<file path="src/rtl/drp_pkg.sv">
// Shared DRP constants and FSM state encodings for the channel responder.
package drp_pkg;

    localparam int DRP_ADDR_W = 7;
    localparam int DRP_DATA_W = 16;

    // Both windows start on a 16-address boundary so decode can use the upper address bits.
    localparam logic [DRP_ADDR_W-1:0] AUX_BASE = 7'h10;
    localparam logic [DRP_ADDR_W-1:0] CFG_BASE = 7'h40;

    typedef enum logic [1:0] {
        ST_IDLE = 2'd0,
        ST_WAIT = 2'd1,
        ST_ACK  = 2'd2
    } drp_state_e;

endpackage

</file>
<file path="src/rtl/drp_result_bank.sv">
// 16 x 16-bit aux result registers: one sample write port, one registered read port.
module drp_result_bank
    import drp_pkg::*;
(
    input  logic                  clk,
    input  logic                  reset,
    input  logic                  wr_en,
    input  logic [3:0]            wr_idx,
    input  logic [DRP_DATA_W-1:0] wr_data,
    input  logic [3:0]            rd_idx,
    output logic [DRP_DATA_W-1:0] rd_data
);

    logic [DRP_DATA_W-1:0] mem_q [16];
    logic [DRP_DATA_W-1:0] mem_d [16];
    logic [DRP_DATA_W-1:0] rd_q;
    logic [DRP_DATA_W-1:0] rd_d;

    // Apply the sample write; the read register tracks the post-write contents, so whatever it
    // holds during a cycle ignores a write landing in that same cycle (old value until the next edge).
    always_comb begin
        mem_d = mem_q;
        if (wr_en) begin
            mem_d[wr_idx] = wr_data;
        end
        rd_d = mem_d[rd_idx];
    end

    // Storage and read register, cleared by reset.
    always_ff @(posedge clk) begin
        if (reset) begin
            for (int i = 0; i < 16; i++) begin
                mem_q[i] <= '0;
            end
            rd_q <= '0;
        end else begin
            mem_q <= mem_d;
            rd_q  <= rd_d;
        end
    end

    assign rd_data = rd_q;

endmodule

</file>
<file path="src/rtl/drp_channel_responder.sv">
// DRP slave exposing aux filter results and a small config bank with XADC-like timing.
//
// state   | meaning
// IDLE    | waiting for den; request fields latched on den
// WAIT    | latency countdown running
// ACK     | drdy pulse, read data driven, config write commits
module drp_channel_responder
    import drp_pkg::*;
#(
    parameter int                    RD_LATENCY = 4,
    parameter int                    NUM_CFG    = 8,
    parameter logic [DRP_DATA_W-1:0] CFG_RESET  = 16'h0000
) (
    input  logic                          clk,
    input  logic                          reset,
    input  logic                          den,
    input  logic                          dwe,
    input  logic [DRP_ADDR_W-1:0]         daddr,
    input  logic [DRP_DATA_W-1:0]         di,
    output logic [DRP_DATA_W-1:0]         do_out,
    output logic                          drdy,
    output logic                          busy,
    input  logic                          sample_valid,
    input  logic [3:0]                    sample_ch,
    input  logic [DRP_DATA_W-1:0]         sample_data,
    output logic                          eoc,
    output logic [4:0]                    channel,
    output logic [DRP_DATA_W*NUM_CFG-1:0] cfg_flat,
    output logic                          err_overlap
);

    localparam logic [3:0] LAT_M1    = 4'(RD_LATENCY - 1);
    localparam logic [4:0] NUM_CFG_W = 5'(NUM_CFG);

    drp_state_e            state_q, state_d;
    logic [3:0]            cnt_q, cnt_d;
    logic [DRP_ADDR_W-1:0] addr_q, addr_d;
    logic                  wr_q, wr_d;
    logic [DRP_DATA_W-1:0] wdata_q, wdata_d;
    logic [DRP_DATA_W-1:0] cfg_q [NUM_CFG];
    logic [DRP_DATA_W-1:0] cfg_d [NUM_CFG];
    logic                  err_q, err_d;
    logic                  eoc_q, eoc_d;
    logic [4:0]            channel_q, channel_d;

    logic                  addr_is_aux;
    logic                  addr_is_cfg;
    logic [DRP_DATA_W-1:0] cfg_rd;
    logic [DRP_DATA_W-1:0] aux_rd;
    logic [3:0]            rd_idx;

    // In IDLE the bank is pointed at the incoming address so RD_LATENCY=1 still sees the right channel.
    assign rd_idx = (state_q == ST_IDLE) ? daddr[3:0] : addr_q[3:0];

    drp_result_bank u_bank (
        .clk     (clk),
        .reset   (reset),
        .wr_en   (sample_valid),
        .wr_idx  (sample_ch),
        .wr_data (sample_data),
        .rd_idx  (rd_idx),
        .rd_data (aux_rd)
    );

    // Address decode of the latched request.
    always_comb begin
        addr_is_aux = (addr_q[6:4] == AUX_BASE[6:4]);
        addr_is_cfg = (addr_q[6:4] == CFG_BASE[6:4]) && ({1'b0, addr_q[3:0]} < NUM_CFG_W);
        cfg_rd      = '0;
        for (int i = 0; i < NUM_CFG; i++) begin
            if (addr_q[3:0] == 4'(i)) begin
                cfg_rd = cfg_q[i];
            end
        end
    end

    // Next-state logic: request capture and latency countdown.
    always_comb begin
        state_d = state_q;
        cnt_d   = cnt_q;
        addr_d  = addr_q;
        wr_d    = wr_q;
        wdata_d = wdata_q;
        case (state_q)
            ST_IDLE: begin
                if (den) begin
                    addr_d  = daddr;
                    wr_d    = dwe;
                    wdata_d = di;
                    cnt_d   = LAT_M1;
                    state_d = (RD_LATENCY == 1) ? ST_ACK : ST_WAIT;
                end
            end
            ST_WAIT: begin
                cnt_d = cnt_q - 4'd1;
                if (cnt_q <= 4'd1) begin
                    state_d = ST_ACK;
                end
            end
            ST_ACK:  state_d = ST_IDLE;
            default: state_d = ST_IDLE;
        endcase
    end

    // Config commit, overlap flag and sample-side event pulse.
    always_comb begin
        cfg_d = cfg_q;
        if ((state_q == ST_ACK) && wr_q && addr_is_cfg) begin
            for (int i = 0; i < NUM_CFG; i++) begin
                if (addr_q[3:0] == 4'(i)) begin
                    cfg_d[i] = wdata_q;
                end
            end
        end
        err_d     = err_q | (den && (state_q != ST_IDLE));
        eoc_d     = sample_valid;
        channel_d = sample_valid ? {1'b1, sample_ch} : channel_q;
    end

    // Output logic: drdy and read data exist only in ACK.
    always_comb begin
        drdy   = 1'b0;
        do_out = '0;
        busy   = (state_q != ST_IDLE);
        if (state_q == ST_ACK) begin
            drdy = 1'b1;
            if (!wr_q) begin
                if (addr_is_aux) begin
                    do_out = aux_rd;
                end else if (addr_is_cfg) begin
                    do_out = cfg_rd;
                end
            end
        end
    end

    // Flatten the config bank, register 0 in the LSBs.
    always_comb begin
        cfg_flat = '0;
        for (int i = 0; i < NUM_CFG; i++) begin
            cfg_flat[i*DRP_DATA_W +: DRP_DATA_W] = cfg_q[i];
        end
    end

    // State register and all control flops; reset abandons any in-flight request.
    always_ff @(posedge clk) begin
        if (reset) begin
            state_q   <= ST_IDLE;
            cnt_q     <= '0;
            addr_q    <= '0;
            wr_q      <= 1'b0;
            wdata_q   <= '0;
            for (int i = 0; i < NUM_CFG; i++) begin
                cfg_q[i] <= CFG_RESET;
            end
            err_q     <= 1'b0;
            eoc_q     <= 1'b0;
            channel_q <= '0;
        end else begin
            state_q   <= state_d;
            cnt_q     <= cnt_d;
            addr_q    <= addr_d;
            wr_q      <= wr_d;
            wdata_q   <= wdata_d;
            cfg_q     <= cfg_d;
            err_q     <= err_d;
            eoc_q     <= eoc_d;
            channel_q <= channel_d;
        end
    end

    assign eoc         = eoc_q;
    assign channel     = channel_q;
    assign err_overlap = err_q;

endmodule
</file>
<file path="config.mk">
export PLATFORM = sky130hd
export DESIGN_NAME = drp_channel_responder
export DESIGN_NICKNAME = d
export VERILOG_FILES = /design/src/rtl/drp_pkg.sv /design/src/rtl/drp_result_bank.sv /design/src/rtl/drp_channel_responder.sv
export SDC_FILE = /design/constraint.sdc
export NUM_CORES = 1
export LEC_CHECK = 0
export ABC_AREA = 0
export ABC_CLOCK_PERIOD_IN_PS = 2700
export BUFFER_PORTS_ARGS = -buffer_cell sky130_fd_sc_hd__buf_2
export CORE_MARGIN = 8
export CORE_UTILIZATION = 54
export CTS_CLUSTER_DIAMETER = 100
export DETAILED_ROUTE_END_ITERATION = 10
export HOLD_SLACK_MARGIN = 0.1
export PLACE_DENSITY = 0.74
export SLEW_MARGIN = 20
export SYNTH_ARGS = -nofsm -noshare
export SYNTH_HDL_FRONTEND = slang
export SYNTH_HIERARCHICAL = 1
export SYNTH_SLANG_ARGS = --single-unit
</file>
<file path="constraint.sdc">
create_clock -name clk -period 2.7 [get_ports clk]
set_input_delay 0.54 -clock clk [delete_from_list [all_inputs] [get_ports clk]]
set_output_delay 0.54 -clock clk [all_outputs]
set_load 0.01 [all_outputs]
</file>
# Word level (Yosys, flattened, before mapping)
# Cells that the tools add are included.
word_totals:
  reg_bits: 437
  input_bits: 48
  out_inout_bits: 153
classes:
  n_addsub: 1
  n_lt_le_gt_ge: 5
  eq_ne: 13
  mux: 26
  bitwise: 3
  reduce_logical: 20
ops:
  columns: ["op", "count"]
  rows:
  - ["$bwmux 256", 1]
  - ["$mux 256", 1]
  - ["$mux 16", 15]
  - ["$bmux 16 s4", 1]
  - ["$demux 16 s4", 1]
  - ["$reduce_and 2->1", 11]
  - ["$eq 4x3->1 const B", 4]
  - ["$ge 5x5->1 const B", 2]
  - ["$not 4->5", 2]
  - ["$eq 4x2->1 const B", 2]
  - ["$mux 4", 2]
  - ["$pmux 4 s2", 1]
  - ["$logic_and 1x1->1", 5]
  - ["$lt 5x1->1 const B", 1]
  - ["$eq 4x1->1 const B", 1]
  - ["$le 4x1->1 const B", 1]
  - ["$logic_not 4->1", 1]
  - ["$lt 4x4->1 const B", 1]
  - ["$mux 2", 2]
  - ["$ne 2x2->1 const B", 2]
  - ["$pmux 2 s2", 1]
  - ["$reduce_bool 2->1", 2]
  - ["$sub 4x1->4 const B", 1]
  - ["$eq 3x1->1 const B", 1]
  - ["other kinds (6)", 6]

# Logic depth before layout (Yosys ltp)
# Gate-level depths: netlist of run 1.
depth:
  word_depth: 13
  depth_mapped: 12

# Hierarchy
# Netlist of run 1, hierarchy kept.
by_module_without_submodules:
  columns: ["module", "instances", "cells_per_inst", "area_per_inst_um2", "seq_area_each_um2"]
  rows:
  - ["drp_result_bank", 1, 1652, 12350.6, 5445.2]
  - ["drp_channel_responder", 1, 964, 7495.9, 3303.2]

# Worst setup path after synthesis of run 1
# No wires, ideal clock.
synth_timing:
  kind: "register -> register"
  from: "reg addr_q[1]"
  to: "reg u_bank.rd_q[10] (netlist: u_bank/rd_data[10])"
  setup_time_ps: 59
  t_arrival_ps: 2594
  required_time_ps: 2641
  slack_ps: 47
  stages_incl_launch_ff: 11
  n_path_buf: 4
  synth_period_minus_slack_ps: 2653
  cell_sequence: "dfxtp_1 buf_2 buf_1 clkbuf_1 mux2_2 or3b_2 clkbuf_1 a31oi_1 o221ai_1 a32oi_1 a221o_1"
synth_between:
  elab_chain_len: 5
synth_lines:
  columns: ["item", "line", "text"]
  rows:
  - ["start: declaration", "drp_channel_responder.sv:37", "logic [DRP_ADDR_W-1:0] addr_q, addr_d;"]
  - ["start signal: assignment", "drp_channel_responder.sv:162", "addr_q <= addr_d;"]
  - ["$mux 4", "drp_channel_responder.sv:53", "assign rd_idx = (state_q == ST_IDLE) ? daddr[3:0] : addr_q[3:0];"]
  - ["named net rd_idx[1]", "drp_channel_responder.sv:50", "logic [3:0] rd_idx;"]
  - ["$not 4->5 (implied by the code)", "drp_result_bank.sv:26", "rd_d = mem_d[rd_idx];"]
  - ["$bmux 16 s4", "drp_result_bank.sv:26", null]
  - ["$mux 16 (implied by the code) (2 in series)", "drp_result_bank.sv:26", null]
  - ["end signal: assignment", "drp_result_bank.sv:38", "rd_q <= rd_d;"]
  - ["end: declaration", "drp_result_bank.sv:16", "logic [DRP_DATA_W-1:0] rd_q;"]
# The timed path passes the listed nets, and every way through them passes these cells. The select of a mux whose other input is x is not followed.
# A chain may end at the register's enable or synchronous reset.

# Final worst setup path of run 1
layout_timing:
  from: "reg state_q[0]"
  to: "out do_out[12]"
layout_between:
  elab_chain_len: 2
layout_lines:
  columns: ["item", "line", "text"]
  rows:
  - ["start: declaration", "drp_channel_responder.sv:35", "drp_state_e state_q, state_d;"]
  - ["start signal: assignment", "drp_channel_responder.sv:160", "state_q <= state_d;"]
  - ["$eq 2x2->1", "drp_channel_responder.sv:125", "if (state_q == ST_ACK) begin"]
  - ["$mux 16", "drp_channel_responder.sv:125", null]
  - ["end: declaration", "drp_channel_responder.sv:20", "output logic [DRP_DATA_W-1:0] do_out,"]
# Every way passes these cells.

==> reports/qor.txt, run 1 <==
Wire length of the first global-routing pass: 114.6 mm
Max cap viols: 0
Reg2reg start: state_q[1]
Fin worst setup slack: -148.2 ps
Sequential area share after synthesis: 0.4408
Async SR Flop Fraction: 0
Outcome: complete, but fails checks
CP endpoint: do_out[12]
Yosys warns: 6
Fraction of layout cells with a size suffix above 1: 0.1856
CP max FO: 7
DRC errors left: 0
Seq cells post-synth: 437
Layout area overhead: 18.06%
Final Max Tran Viols: 0
Critical path launch point type: flop
Worst slew margin: 0.3640
Crit. End Element: output pin
Max IR drop VDD: 588.1 uV
Setup TNS: -1447 ps
Hold Slack: 186.0 ps
Port bufs: 200
Die ar.: 0.04314 sq mm
Cell taking the most area after synthesis: dfxtp_1
Synth top area share: 0.4408
Largest cells by area after synthesis: dfxtp_1 (44%), nand2_1 (16%), a21oi_1 (11%)
Die W: 207.7 microns
Cell row count: 70
Global route total overflow: 0
Failing checks: setup timing
Top FF cell, synth: dfxtp_1
Post-synth EDFFs: 0
Placed instance count: 3178
Cts bufs inserted: 45
RSZ-0062 raised after global routing: yes
Final period utilization: 1.055
Synth top cells by count: nand2_1 (853), dfxtp_1 (437), a21oi_1 (419)
Slowest stage delay, CP: 390 ps
Finished Core Util: 0.6431
Skew final: 18.70 ps
H-tree depth: 2
Min-Delay Path Class: input pin to flop
Leak Pwr: 8.372 nW
CTS tree: built
Critical path type: flop to output pin
Final wirelength: 75.03 mm
Starting density of the core: 0.5447
Synthesized netlist net count: 2666
R2R cell count: 7
Req. time, crit path: 2160 ps
Pwr dens: 638.2 mW/mm^2
Crit path cell chain: buf_6 > or3b_4 > nor3_4 > buf_12 > buf_6 > o221ai_2 > o21ai_2 > buf_2
DRT antenna net count: 0
Iteration count of the initial detailed-routing pass: 7
Most instantiated library cell after synthesis: nand2_1
Overall routing resource usage: 0.3312
Clk sinks: 437
Worst Path Arrival: 2310 ps
Final setup viols: 16
IO Pins: 201
CTS Buffer Depth: 3
Vias per inst: 6.285
Drt initial violations: 2517
Post-place setup slack: 54.22 ps
RD Place Congestion: 0.9755
Worst hold start: di[8]
Cell Area, Placed: 0.02158 sq mm
RR Endpoint: u_bank/rd_data[3]
DR vias: 20559
Largest net degree at the start of global routing: 161
Initial antenna violation count: 4
Worst-Skew Late Latency: 590 ps
Vias in the first global route: 19205
Clock slew at reported path FFs: 60 ps
Tightest Pin Transition: 951.2 ps
Core Area: 0.03643 sq mm
Fmax: 0.3511 GHz
Tot Pwr: 14.95 mW
Number of distinct library cells after synthesis: 71
Hold buffers post-CTS: 0
Die Height: 207.7 microns
Register-to-register setup slack: 20 ps
CTS Root Buffer Type: clkbuf_16
Fin. Hold Viols: 0
Cells after Synth: 2616
Wire per inst: 22.94 microns
CP max-delay cell: or3b_4
Netlist Area Pre-Place: 0.01985 sq mm
Most common cell on crit path: buf_6
Dpl hpwl: 51.50 mm
Layout Cells excl Fill: 3271
Period minus WS final: 2848 ps
Critical Path Start: state_q[0]
Final #Nets: 2817
Syn_area_per_cell: 7.587 sq um
Cell area after layout: 0.02343 sq mm
==> sequential cells by signal (all words and copies together) (netlist names), 2 cells and up <==
name,count
u_bank/rd_data,16
addr_q,7
u_bank/mem_q,256
wdata_q,16
channel,5
cfg_flat,128
cnt_q,4
state_q,2
==> cell families (layout without fill, tap and decap cells) <==
| kind of cell | count (synthesis) | in the layout | synth area share |
|---|---|---|---|
| adders and majority gates | 2 | 2 | 0.001261 |
| AOI/OAI and AO/OA | 796 | 796 | 0.2452 |
| xor gates and xnor gates | 4 | 4 | 0.001766 |
| other | 0 | 2 | 0 |
| DFF | 437 | 437 | 0.4408 |
| and+or+nand+nor | 1055 | 1056 | 0.2263 |
| muxes | 44 | 44 | 0.02516 |
| buffers and inverters | 278 | 462 | 0.05951 |
==> what timing repair did <==
action	in CTS	in global routing
setup endpoints to repair	16	29
cloned	3	1
resized for setup	46	25
pin swaps	6	6
setup buffers	4	3
==> worst min-delay path by stage <==
stage                                  end  slack, ps  cells past startpoint
after floorplan           u_bank/mem_q[11]        430                      2
after global placement     u_bank/mem_q[2]        440                      2
after detailed placement   u_bank/mem_q[2]        440                      2
after CTS                       wdata_q[8]        170                      3
after global routing            wdata_q[6]        180                      3
final                           wdata_q[8]        190                      3
==> cells in the final DEF (no fill, tap or decap), types with 16 or more instances in the layout <==
| master | count |
|---|---|
| nand2_1 | 853 |
| dfxtp_1 | 430 |
| a21oi_1 | 419 |
| buf_2 | 198 |
| buf_4 | 132 |
| o21ai_0 | 75 |
| nor2_1 | 58 |
| o221ai_1 | 55 |
| clkbuf_16 | 46 |
| o22ai_1 | 41 |
| mux2i_1 | 31 |
| inv_1 | 27 |
| nor2b_1 | 21 |
| nand2b_1 | 20 |
| nand4_1 | 19 |
| a211oi_1 | 18 |
| nand3_1 | 17 |
| a31oi_1 | 16 |
==> worst max-delay path, delay by kind of cell, from the launching register on <==
family                 cells  cell delay (ps)
buffers and inverters      4              560
AO/OA/AOI/OAI              2              200
flip-flops                 1              320
AND/OR/NAND/NOR            2              640
==> where the power goes <==
part           switching, mW  total (mW)  leakage [nW]  internal, mW
registers              0.196        6.79          3.54          6.59
clock network           2.68        6.26         0.721          3.58
logic                   1.26        1.91          4.11         0.651
==> cell type report <==
class / instances / area [sq um]
Fill cell: 3141 / 13010
Multi-Input combinational cell: 1902 / 10140
Sequential cell: 437 / 8762
Timing Repair Buffer: 353 / 2377
Clock buffer: 65 / 1271
Tap cell: 468 / 585.6
Clock inverter: 16 / 181.4
Inverter: 28 / 108.9
Antenna cell: 2 / 5.005
==> metal layers <==
metal,track usage,share of wire,up-vias
met2,0.5171,0.44,1372
met1,0.4225,0.38,9559
met5,0,0.00036,-
li1,-,-,9334
met4,0.1801,0.058,4
met3,0.07397,0.11,290
Power figures use the tool's default switching activity.
==> run 2, diff against run 1 <==
Settings changed: ABC_AREA 0 to 1, CORE_UTILIZATION 54 to 53, PLACE_DENSITY 0.74 to 0.73.
==> run 2 against run 1 <==
The flow still finishes with violations (setup timing). Power increased by 9.4%. Combinational power up 49%. Sequential share of layout area rose by 0.40 points. Critical path depth is 2 higher. Clock skew fell by 0.83 ps. Synthesized area down 2.3%. Clock-buffer cell count unchanged.
==> reports/qor.txt, run 2 <==
IO Pins: 201
RR Endpoint: u_bank/rd_data[12]
Worst hold start: den
Vias per inst: 6.122
Crit. End Element: output pin
Most instantiated library cell after synthesis: nand3_1
Fin worst setup slack: -88.81 ps
Crit path max-delay family: buffers and inverters
Critical path type: flop to output pin
Initial antenna violation count: 1
Netlist Area Pre-Place: 0.01940 sq mm
Seq cells post-synth: 437
Pwr dens: 706.1 mW/mm^2
Fill cell count: 3257
Fin. Hold Viols: 0
CP max-delay cell: dfxtp_4
DR vias: 20981
DRT antenna net count: 0
Clock slew at reported path FFs: 60 ps
Period minus WS final: 2789 ps
Largest cells by area after synthesis: dfxtp_1 (45%), nand3_1 (17%), nand2_1 (9.6%)
Finished Core Util: 0.6375
Max reg flops: 256
Final Max Tran Viols: 0
Most common library cell in the layout ignoring fill and taps: nand3_1
Slowest stage delay, CP: 400 ps
Req. time, crit path: 2160 ps
Worst slew margin: 0.4217
Syn_area_per_cell: 6.970 sq um
Outcome: complete, but fails checks
Final period utilization: 1.033
Starting density of the core: 0.5337
Synthesized netlist net count: 2833
Clk sinks: 437
Layout area overhead: 19.45%
Max IR drop VDD: 526.0 uV
Overall routing resource usage: 0.3143
Sequential area share after synthesis: 0.4510
Port bufs: 200
RSZ-0062 raised after global routing: yes
RD Place Congestion: 0.9300
CTS Root Buffer Type: clkbuf_16
Iteration count of the initial detailed-routing pass: 7
Final #Nets: 2973
Async SR Flop Fraction: 0
CTS tree: built
Drt initial violations: 2216
Post-place setup slack: 164.3 ps
Number of distinct library cells after synthesis: 25
Worst-Skew Late Latency: 590 ps
Wire per inst: 20.98 microns
Dpl hpwl: 47.90 mm
Worst Path Buf+Inv: 5
CP max FO: 8
Tightest Pin Transition: 867.4 ps
Failing checks: setup timing
Synth top area share: 0.4510
DRC errors left: 0
Fmax: 0.3586 GHz
Cell area after layout: 0.02317 sq mm
Fraction of layout cells with a size suffix above 1: 0.1646
Worst Path Arrival: 2250 ps
Core Area: 0.03635 sq mm
Skew final: 17.87 ps
Wire length of the first global-routing pass: 110.2 mm
Post-synth EDFFs: 0
Die Height: 207.3 microns
Most frequent cells in the layout: nand3_1 (670), nand2_1 (491), dfxtp_1 (433), a21oi_1 (335), nor2_1 (283)
Largest net degree at the start of global routing: 171
Die ar.: 0.04298 sq mm
# diodes: 0
Cell row count: 70
Final setup viols: 16
Cells after Synth: 2783
Yosys warns: 6
Cell taking the most area after synthesis: dfxtp_1
Final wirelength: 71.91 mm
Cts bufs inserted: 47
Synth top cells by count: nand3_1 (674), nand2_1 (497), dfxtp_1 (437)
Leak Pwr: 9.422 nW
Vias in the first global route: 19694
Biggest register: u_bank/mem_q
Top FF cell, synth: dfxtp_1
Crit path cell chain: clkinvlp_4 > nor3_4 > buf_12 > buf_12 > buf_4 > nand2_1 > nand4_1 > nand2_1 > a21oi_1 > buf_2
CTS Buffer Depth: 3
Min-Delay Path Class: input pin to flop
Hold buffers post-CTS: 0
Critical path launch point type: flop
R2R cell count: 9
Hold worst-path end: err_overlap
Worst hold path depth: 3
Die W: 207.3 microns
Global route total overflow: 0
Cell Area, Placed: 0.02106 sq mm
Reg2reg start: addr_q[0]
Register-to-register setup slack: 330 ps
H-tree depth: 2
Max cap viols: 0
[run 2: changes by cell type after synthesis, moves of 43 or more]
cell / change
nand3_1: +657
nand2_1: -356
nor2_1: +227
a21oi_1: -73
o221ai_1: -64
o21ai_1: +51
o22ai_1: -43
[run 2: cell type report]
class | count | area (sq um) | share of cell area
clock inverters | 20 | 234.0 | 0.01010
inverters | 72 | 287.8 | 0.01242
repair buffers | 332 | 2434 | 0.1050
flip-flops and latches | 437 | 8758 | 0.3780
well taps | 468 | 585.6 | 0.02527
clock buffers | 65 | 1366 | 0.05897
multi-input cells | 2033 | 9504 | 0.4102
[run 2: repair_timing]
action,4_1_cts,5_1_grt
buffers inserted,13,3
gates resized for setup,36,16
gates cloned,3,2
pin swaps,5,21
setup endpoints to repair,16,16
[run 2: worst register-to-register path: stages (launching register included)]
cell and delay [ps]:
dfxtp_4 400, clkinvlp_4 150, buf_4 180, o21ai_4 250, buf_12 410, nand3_1 310
nand3_1 130, nand3_1 110, nand3_1 190, a21oi_1 100
[run 2: cells by family (layout without fill, tap and decap cells)]
kind of cell | count (synthesis) | count (layout) | synth area share
buffers and inverters | 313 | 489 | 0.06766
adders and majority gates | 2 | 2 | 0.001290
and+or+nand+nor | 1519 | 1519 | 0.3475
AOI/OAI and AO/OA | 512 | 512 | 0.1326
DFF | 437 | 437 | 0.4510
[run 2: power breakdown]
part,leakage [nW],internal [mW],switching [mW]
Clock,0.793,4.01,2.69
Combinational,5.09,0.947,1.89
Sequential,3.54,6.62,0.200
[run 2: worst max path at each step]
stage	from	end	slack [ps]	cells after the start
3_5_place_dp	addr_q[0]	do_out[3]	160	8
6_report	addr_q[0]	do_out[8]	-90	10
4_1_cts	addr_q[3]	do_out[3]	-50	10
2_1_floorplan	addr_q[1]	do_out[10]	690	10
5_1_grt	addr_q[2]	do_out[12]	-190	11
3_3_place_gp	addr_q[0]	do_out[3]	200	8
[run 2: metrics by stage]
step                      TNS, ps  hold WS, ps  instances  power, mW
after floorplan                 0        443.5       2783      8.597
after global placement          0        445.5       3321      9.514
after detailed placement        0        458.9       3321      9.548
after CTS                  -269.6        200.1       3422      16.30
after global routing        -2480        225.0       3427      16.89
final                      -880.9        211.4       3427      16.36
[run 2: metal layers]
| metal | track usage | part of all wire |
|---|---|---|
| met4 | 0.1395 | 0.038 |
| met2 | 0.5221 | 0.47 |
| met1 | 0.3956 | 0.40 |
| met3 | 0.05601 | 0.091 |
| met5 | 0 | 0.00018 |
